File: config.mk
export PLATFORM = sky130hd
export DESIGN_NAME = nibble_serial_adder_flat
export DESIGN_NICKNAME = d
export VERILOG_FILES = /design/src/rtl/adder_pkg.sv /design/src/rtl/nibble_serial_adder_if.sv /design/src/rtl/adder_4bit.sv /design/src/rtl/nibble_serial_adder.sv /design/src/flat_wrapper.sv
export SDC_FILE = /design/constraint.sdc
export NUM_CORES = 1
export LEC_CHECK = 0
export BUFFER_PORTS_ARGS = -buffer_cell sky130_fd_sc_hd__buf_4
export CAP_MARGIN = 20
export CORE_ASPECT_RATIO = 1.5
export CORE_UTILIZATION = 56
export DETAILED_ROUTE_END_ITERATION = 7
export PLACE_DENSITY = 0.8
export SKIP_CTS_REPAIR_TIMING = 1
export SLEW_MARGIN = 25
export SYNTH_ARGS = -nofsm -noshare
export SYNTH_HDL_FRONTEND = slang
export SYNTH_HIERARCHICAL = 1
export SYNTH_SLANG_ARGS = --single-unit
export TNS_END_PERCENT = 1
File: constraint.sdc
create_clock -name clk -period 2.4 [get_ports clk]
set_clock_uncertainty 0.15 [all_clocks]
set_input_delay 0.6 -clock clk [delete_from_list [all_inputs] [get_ports clk]]
set_output_delay 0.6 -clock clk [all_outputs]
set_load 0.01 [all_outputs]
File: src/rtl/adder_pkg.sv
// Shared definitions for the nibble-serial adder slice: nibble width and FSM state encoding.
package adder_pkg;

  localparam int NIBBLE_W = 4;

  typedef enum logic [1:0] {
    IDLE = 2'd0,
    RUN  = 2'd1,
    DONE = 2'd2
  } serial_add_state_t;

endpackage

File: src/rtl/nibble_serial_adder_if.sv
// Request/result bundle for nibble_serial_adder; master drives operands, slave returns results.
interface nibble_serial_adder_if #(
  parameter int NUM_NIBBLES = 4
);
  localparam int W = 4 * NUM_NIBBLES;

  logic         start;
  logic [W-1:0] a;
  logic [W-1:0] b;
  logic         carry_in;
  logic         busy;
  logic         done;
  logic [W-1:0] sum;
  logic         carry_out;
  logic         overflow;

  modport master (
    output start, a, b, carry_in,
    input  busy, done, sum, carry_out, overflow
  );

  modport slave (
    input  start, a, b, carry_in,
    output busy, done, sum, carry_out, overflow
  );
endinterface

File: src/rtl/adder_4bit.sv
// Single 4-bit ripple adder with carry in/out; the one arithmetic resource the serial adder reuses.
module adder_4bit (
  input  logic [3:0] a,
  input  logic [3:0] b,
  input  logic       cin,
  output logic [3:0] sum,
  output logic       cout
);
  assign {cout, sum} = {1'b0, a} + {1'b0, b} + {4'b0, cin};
endmodule

File: src/rtl/nibble_serial_adder.sv
// Multi-cycle W-bit adder pushing one nibble per clock through a shared adder_4bit.
// Optional signed overflow flag: define NIBBLE_SERIAL_SIGNED_OVF_EN.
module nibble_serial_adder
  import adder_pkg::*;
#(
  parameter int NUM_NIBBLES = 4
) (
  input  logic                 clk,
  input  logic                 n_rst,
  nibble_serial_adder_if.slave bus
);
  localparam int W  = NIBBLE_W * NUM_NIBBLES;
  localparam int RW = W - NIBBLE_W;
  localparam int CW = $clog2(NUM_NIBBLES);
  localparam logic [CW-1:0] LAST = CW'(NUM_NIBBLES - 1);

  serial_add_state_t state;
  logic [W-1:0]      op_a;
  logic [W-1:0]      op_b;
  logic              carry_q;
  logic [CW-1:0]     cnt;
  logic [RW-1:0]     res_q;
  logic              busy_q;
  logic              done_q;
  logic [W-1:0]      sum_q;
  logic              cout_q;

  logic [NIBBLE_W-1:0] nib_sum;
  logic                nib_cout;

  adder_4bit u_adder (
    .a    (op_a[NIBBLE_W-1:0]),
    .b    (op_b[NIBBLE_W-1:0]),
    .cin  (carry_q),
    .sum  (nib_sum),
    .cout (nib_cout)
  );

`ifdef NIBBLE_SERIAL_SIGNED_OVF_EN
  logic ovf_q;
  logic ovf_next;

  // In the last RUN cycle the low operand nibbles are the top nibbles, so bit 3 is the MSB.
  assign ovf_next = (op_a[NIBBLE_W-1] == op_b[NIBBLE_W-1]) &&
                    (nib_sum[NIBBLE_W-1] != op_a[NIBBLE_W-1]);

  always_ff @(posedge clk or negedge n_rst) begin
    if (!n_rst) begin
      ovf_q <= 1'b0;
    end else if (state == RUN && cnt == LAST) begin
      ovf_q <= ovf_next;
    end
  end

  assign bus.overflow = ovf_q;
`else
  assign bus.overflow = 1'b0;
`endif

  // The result register holds only the lower N-1 nibbles; the final nibble joins on the DONE edge.
  always_ff @(posedge clk or negedge n_rst) begin
    if (!n_rst) begin
      state   <= IDLE;
      op_a    <= '0;
      op_b    <= '0;
      carry_q <= 1'b0;
      cnt     <= '0;
      res_q   <= '0;
      busy_q  <= 1'b0;
      done_q  <= 1'b0;
      sum_q   <= '0;
      cout_q  <= 1'b0;
    end else begin
      case (state)
        IDLE, DONE: begin
          done_q <= 1'b0;
          if (bus.start) begin
            op_a    <= bus.a;
            op_b    <= bus.b;
            carry_q <= bus.carry_in;
            cnt     <= '0;
            busy_q  <= 1'b1;
            state   <= RUN;
          end else begin
            state   <= IDLE;
          end
        end
        RUN: begin
          op_a    <= op_a >> NIBBLE_W;
          op_b    <= op_b >> NIBBLE_W;
          carry_q <= nib_cout;
          res_q   <= RW'({nib_sum, res_q} >> NIBBLE_W);
          if (cnt == LAST) begin
            sum_q  <= {nib_sum, res_q};
            cout_q <= nib_cout;
            busy_q <= 1'b0;
            done_q <= 1'b1;
            state  <= DONE;
          end else begin
            cnt    <= cnt + 1'b1;
          end
        end
        default: begin
          busy_q <= 1'b0;
          done_q <= 1'b0;
          state  <= IDLE;
        end
      endcase
    end
  end

  assign bus.busy      = busy_q;
  assign bus.done      = done_q;
  assign bus.sum       = sum_q;
  assign bus.carry_out = cout_q;

endmodule

File: src/flat_wrapper.sv
// flat-port wrapper written by rule: the top's interface ports become plain ports
module nibble_serial_adder_flat import adder_pkg::*;
#(
  parameter int NUM_NIBBLES = 4
)
  (clk, n_rst, bus_start, bus_a, bus_b, bus_carry_in, bus_busy, bus_done, bus_sum, bus_carry_out, bus_overflow);
  nibble_serial_adder_if #(.NUM_NIBBLES(NUM_NIBBLES)) bus_i ();
  input  logic clk;
  input  logic n_rst;
  input wire logic [$bits(bus_i.start)-1:0] bus_start;
  input wire logic [$bits(bus_i.a)-1:0] bus_a;
  input wire logic [$bits(bus_i.b)-1:0] bus_b;
  input wire logic [$bits(bus_i.carry_in)-1:0] bus_carry_in;
  output wire logic [$bits(bus_i.busy)-1:0] bus_busy;
  output wire logic [$bits(bus_i.done)-1:0] bus_done;
  output wire logic [$bits(bus_i.sum)-1:0] bus_sum;
  output wire logic [$bits(bus_i.carry_out)-1:0] bus_carry_out;
  output wire logic [$bits(bus_i.overflow)-1:0] bus_overflow;
  assign bus_i.start = bus_start;
  assign bus_i.a = bus_a;
  assign bus_i.b = bus_b;
  assign bus_i.carry_in = bus_carry_in;
  assign bus_busy = bus_i.busy;
  assign bus_done = bus_i.done;
  assign bus_sum = bus_i.sum;
  assign bus_carry_out = bus_i.carry_out;
  assign bus_overflow = bus_i.overflow;
  nibble_serial_adder #(.NUM_NIBBLES(NUM_NIBBLES)) u_core (.clk(clk), .n_rst(n_rst), .bus(bus_i));
endmodule
* Yosys cells after proc, flatten, opt, wreduce, memory -nomap -nowiden
Index checks and enable logic that the tools add are counted.
** Storage, ports and cells
- Input bits :: 36
- Output and inout port bits :: 20
- Logic and storage cells :: 43
- Register bits after elaboration :: 68
** Cells by class
- Reductions and logical operators :: 7
- $add $sub $neg :: 3
- Mux-type cells :: 17
- Equal/unequal tests :: 6
** Operator list (number)
- $pmux W16 S2 :: 2
- $mux W16 :: 2
- $pmux W2 S2 :: 2
- $mux W1 :: 6
- $mux W2 :: 3
- $reduce_and A2 Y1 :: 3
- $add A4 B4 Y5 :: 1
- $add A5 B1 Y5 :: 1
- $eq A2 B2 Y1 const B :: 2
- $ne A2 B2 Y1 const B :: 2
- $pmux W1 S2 :: 2
- $reduce_and A3 Y1 :: 1
- $add A2 B1 Y2 const B :: 1
- $eq A2 B1 Y1 const B :: 1
- $logic_not A2 Y1 :: 1
- $ne A2 B1 Y1 const B :: 1
- $reduce_bool A2 Y1 :: 1
- $reduce_or A2 Y1 :: 1

* Logic depth before layout (Yosys ltp)
- Depth after elaboration :: 4
- Mapped depth :: 8
- Mapped depth without buffers :: 8

* Cells and area by module
The synthesis kept the hierarchy.
** Modules (own cells, without submodules)
- nibble_serial_adder :: seq. area each 1701.6 um^2, area an instance 3151.8 um^2, cells an instance 287, times used 1
- adder_4bit :: seq. area each 0.0 um^2, area an instance 143.9 um^2, cells an instance 16, times used 1

* Worst setup path after synthesis
No wires, ideal clock.
- Path type :: reg2reg
- Start :: register u_core.op_a[0]
- End :: register u_core.cout_q, in the netlist u_core/bus.carry_out
- Library setup time :: 125 ps
- Cell stages (with the launch flop) :: 8
- Arrival :: 1568 ps
- Buffers on the path :: 0
- Clock period less this slack :: 1843 ps
- Setup slack :: 557 ps
- Data required time :: 2125 ps
- Path through :: dfrtp_1 fa_1 inv_1 fa_1 nor2b_1 o21ai_0 nand2b_1 mux2_2
** On the way
- Cells in the longest elaborated chain, start to end :: 2
** RTL lines
- start, declared :: line nibble_serial_adder.sv:18 : logic [W-1:0] op_a;
- start signal, assigned :: line nibble_serial_adder.sv:78 : op_a <= bus.a;
- start signal, assigned :: line nibble_serial_adder.sv:89 : op_a <= op_a >> NIBBLE_W;
- $add A4 B4 Y5 :: line adder_4bit.sv:9 : assign {cout, sum} = {1'b0, a} + {1'b0, b} + {4'b0, cin};
- $add A5 B1 Y5 :: line adder_4bit.sv:9
- via u_core.nib_cout :: line nibble_serial_adder.sv:29 : logic nib_cout;
- end signal, assigned :: line nibble_serial_adder.sv:95 : cout_q <= nib_cout;
- end, declared :: line nibble_serial_adder.sv:26 : logic cout_q;
The timed path passes the listed nets, and every way through them passes these cells.
A chain may end at the register's enable or synchronous reset.

* Worst setup path in the final report
Same ends and word-level chain as after synthesis.

==> qor.yml <==
run_status:
  outcome: "completed"
layout:
  drive_gt1_share_pct: 26.1
  final_nets: 393
  syn_to_final_growth_pct: 19.7
  nFillCells: 432
  diodes: 0
  stdcell_area_um2: 3950
synth:
  synth-seq-cells: 68
  yosys_warnings: 6
  yosysUniqueCellTypes: 29
  post_synth_inst_count: 303
  syn-num-nets: 345
  syn_area_um2: 3300
  synth.avg_cell_area_um2: 10.9
  seq_area_frac_synth_pct: 51.6
worst_setup_path:
  cp_max_fo: 3
  rr_worst_depth: 7
  reg2reg_setup_slack_ns: 0.39
  cp-start-kind: "register"
  cp_data_required_time_ns: 2.47
  worstSetupEndpointType: "register"
  timing.rr.end: "u_core/bus.carry_out"
  critical_path_arrival_ns: 2.08
  r2r-start: "u_core/op_a[0]"
  crit_type: "reg2reg"
cts:
  root_buffer: "clkbuf_8"
  insertion_delay_ns: 0.34
  cts_num_sinks: 68
  cts_buffers: 9
  path_clk_slew_ns: 0.07
  cts_tree: "done"
  ctsLongestPathBuffers: 2
  htreeDepth: 3
power:
  power_w: 0.00530
  clockPowerShare_pct: 18.2
  combPwrFrac_pct: 42.5
  p_sw_share_pct: 36.3
  power_density_nw_per_um2: 1340
  ir_worst_vdd_mv: 0.662
  seq_power_share_pct: 39.2
  power.internal_w: 0.00338
  p_sw_w: 0.00193
  power_leakage_nw: 1.86
timing:
  setup_viol: 0
  tns_ns: 0
  grt_setup_unrepaired: "false"
  hold_viol: 0
  fmax_ghz: 0.498
  drv_slew: 0
  min_period_ns: 2.01
  fin_crit_sh_pct: 83.7
die:
  dieArea_um2: 6200
  core_area_um2: 5570
  rows: 33
  io_pins: 56
  die_width_um: 64.6
  initial_core_util_pct: 59.1
  die_y_um: 96.0
routing:
  wl_per_cell_um: 14.8
  drt_pre_antenna_iters: 4
  wl_mm: 6.31
  vias_per_cell: 5.58
  antenna_left: 0
  route.detailed.drc: 0
  drt_iter0_markers: 142
  vias: 2376
run:
  drv_cap: 0
global_route:
  grt_pass1_vias: 2403
  antenna_found_initial: 0
  grt_max_degree: 41
  grt_pass1_wl_mm: 10.7
  grtUsageTotal_pct: 23.4
  overflow: 0
place:
  placed_cell_area_um2: 3740
  dpl.hpwl_mm: 4.32
  portBuffers: 54
  gp_congestion: 0.778
min_path:
  hold_path.class: "in2async"
[worst max-delay path by stage]
| stage | from | endpoint | cells past startpoint |
|---|---|---|---|
| final | u_core/op_a[0] | u_core/bus.carry_out | 7 |
| after global routing | u_core/op_a[0] | u_core/carry_q | 8 |
| after CTS | u_core/op_a[0] | u_core/bus.carry_out | 7 |
| after detailed placement | u_core/op_a[0] | u_core/bus.carry_out | 7 |
| after global placement | u_core/op_a[0] | u_core/bus.carry_out | 7 |
| after floorplan | u_core/op_a[0] | u_core/bus.carry_out | 7 |
[power groups by stage]
stage               clock [W]  combinational [W]  sequential, W
floorplan                   0            0.00165        0.00204
finish               0.000967            0.00226        0.00208
detailed placement          0            0.00226        0.00210
global route          0.00103            0.00253        0.00215
global placement            0            0.00215        0.00207
CTS                  0.000989            0.00228        0.00208
[cell type report]
| type | count | area [µm²] | area share, % |
|---|---|---|---|
| clock inverter | 1 | 30.0 | 0.761 |
| timing repair buffer | 59 | 468 | 11.9 |
| tap | 70 | 87.6 | 2.22 |
| sequential | 68 | 1700 | 43.2 |
| inverter | 5 | 18.8 | 0.476 |
| multi-input combinational | 208 | 1460 | 37.1 |
| clock buffer | 15 | 176 | 4.47 |
[routing by layer]
layer / track usage (%) / routed length (µm) / vias to the layer above
met3: 5.09 / 257 / 17
li1: - / - / 1143
met1: 26.2 / 2670 / 1155
met5: 0 / 0 / -
met2: 39.4 / 3130 / 61
met4: 16.1 / 245 / 0
[stage by stage]
stage,util [%],worst slack [ns],hold WS [ns],std cells
6_report,70.8,0.392,0.0229,426
5_1_grt,70.8,0.259,0.0415,426
4_1_cts,70.8,0.392,0.0213,426
3_5_place_dp,67.1,0.397,0.322,410
3_3_place_gp,67.1,0.485,0.305,410
2_1_floorplan,-,0.557,0.154,303
[cells by family (layout without fill, tap and decap cells)]
kind of cell               Yosys count  in the layout  synth area share [%]
muxes                               49             49                  16.6
AOI/OAI and AO/OA                   64             64                  12.0
xor gates and xnor gates             2              2                 0.532
DFF                                 68             68                  51.6
other                                1              1                 0.114
buffers and inverters               27             80                  3.99
and+or+nand+nor                     86             86                  12.5
adders and majority gates            6              6                  2.73
[cell usage after synthesis (all sizes together)]
library cell	n	area, µm²
dfrtp	68	1700
nand2	51	199
mux2i	32	320
nor2b	26	170
a21oi	24	124
a211oi	23	173
mux2	17	225
buf	12	75.1
o21ai	12	60.1
clkbuf	10	37.5
inv	5	18.8
nor2	5	18.8
ha	4	50.1
a21o	2	15.0
a22oi	2	15.0
fa	2	40.0
nand2b	2	12.5
xnor2	2	17.5
and2	1	6.26
conb	1	3.75
nand3	1	5.00
o211ai	1	7.51
[state kept, by name (all words and copies together) (netlist names)]
| signal | count |
|---|---|
| u_core/bus.busy | 1 |
| u_core/bus.carry_out | 1 |
| u_core/bus.done | 1 |
| u_core/bus.sum | 16 |
| u_core/carry_q | 1 |
| u_core/cnt | 2 |
| u_core/op_a | 16 |
| u_core/op_b | 16 |
| u_core/res_q | 12 |
| u_core/state | 2 |
[cells in the final DEF (no fill, tap or decap)]
master and n:
fa_1 2, clkbuf_1 3, nor2b_4 1, inv_1 5, dfrtp_2 1, nand2_1 50
nand2b_1 2, buf_12 2, a21oi_2 1, nor2_1 5, bufinv_16 1, nand2_4 1
and2_1 1, mux2_4 9, o211ai_1 1, mux2i_1 32, mux2_2 8, a21oi_1 23
nor2b_1 25, dfrtp_1 67, buf_4 57, nand3_1 1, ha_1 4, o21ai_0 12
a211oi_1 23, xnor2_1 2, a21o_1 2, clkbuf_8 12, conb_1 1, a22oi_1 2
[critical path, stage by stage, from the launching register on]
cell and delay [ns]:
dfrtp_1 0.42, fa_1 0.46, inv_1 0.09, fa_1 0.20, nor2b_1 0.06, o21ai_0 0.15, nand2b_1 0.10, mux2_2 0.26
(Power assumes the default switching activity.)
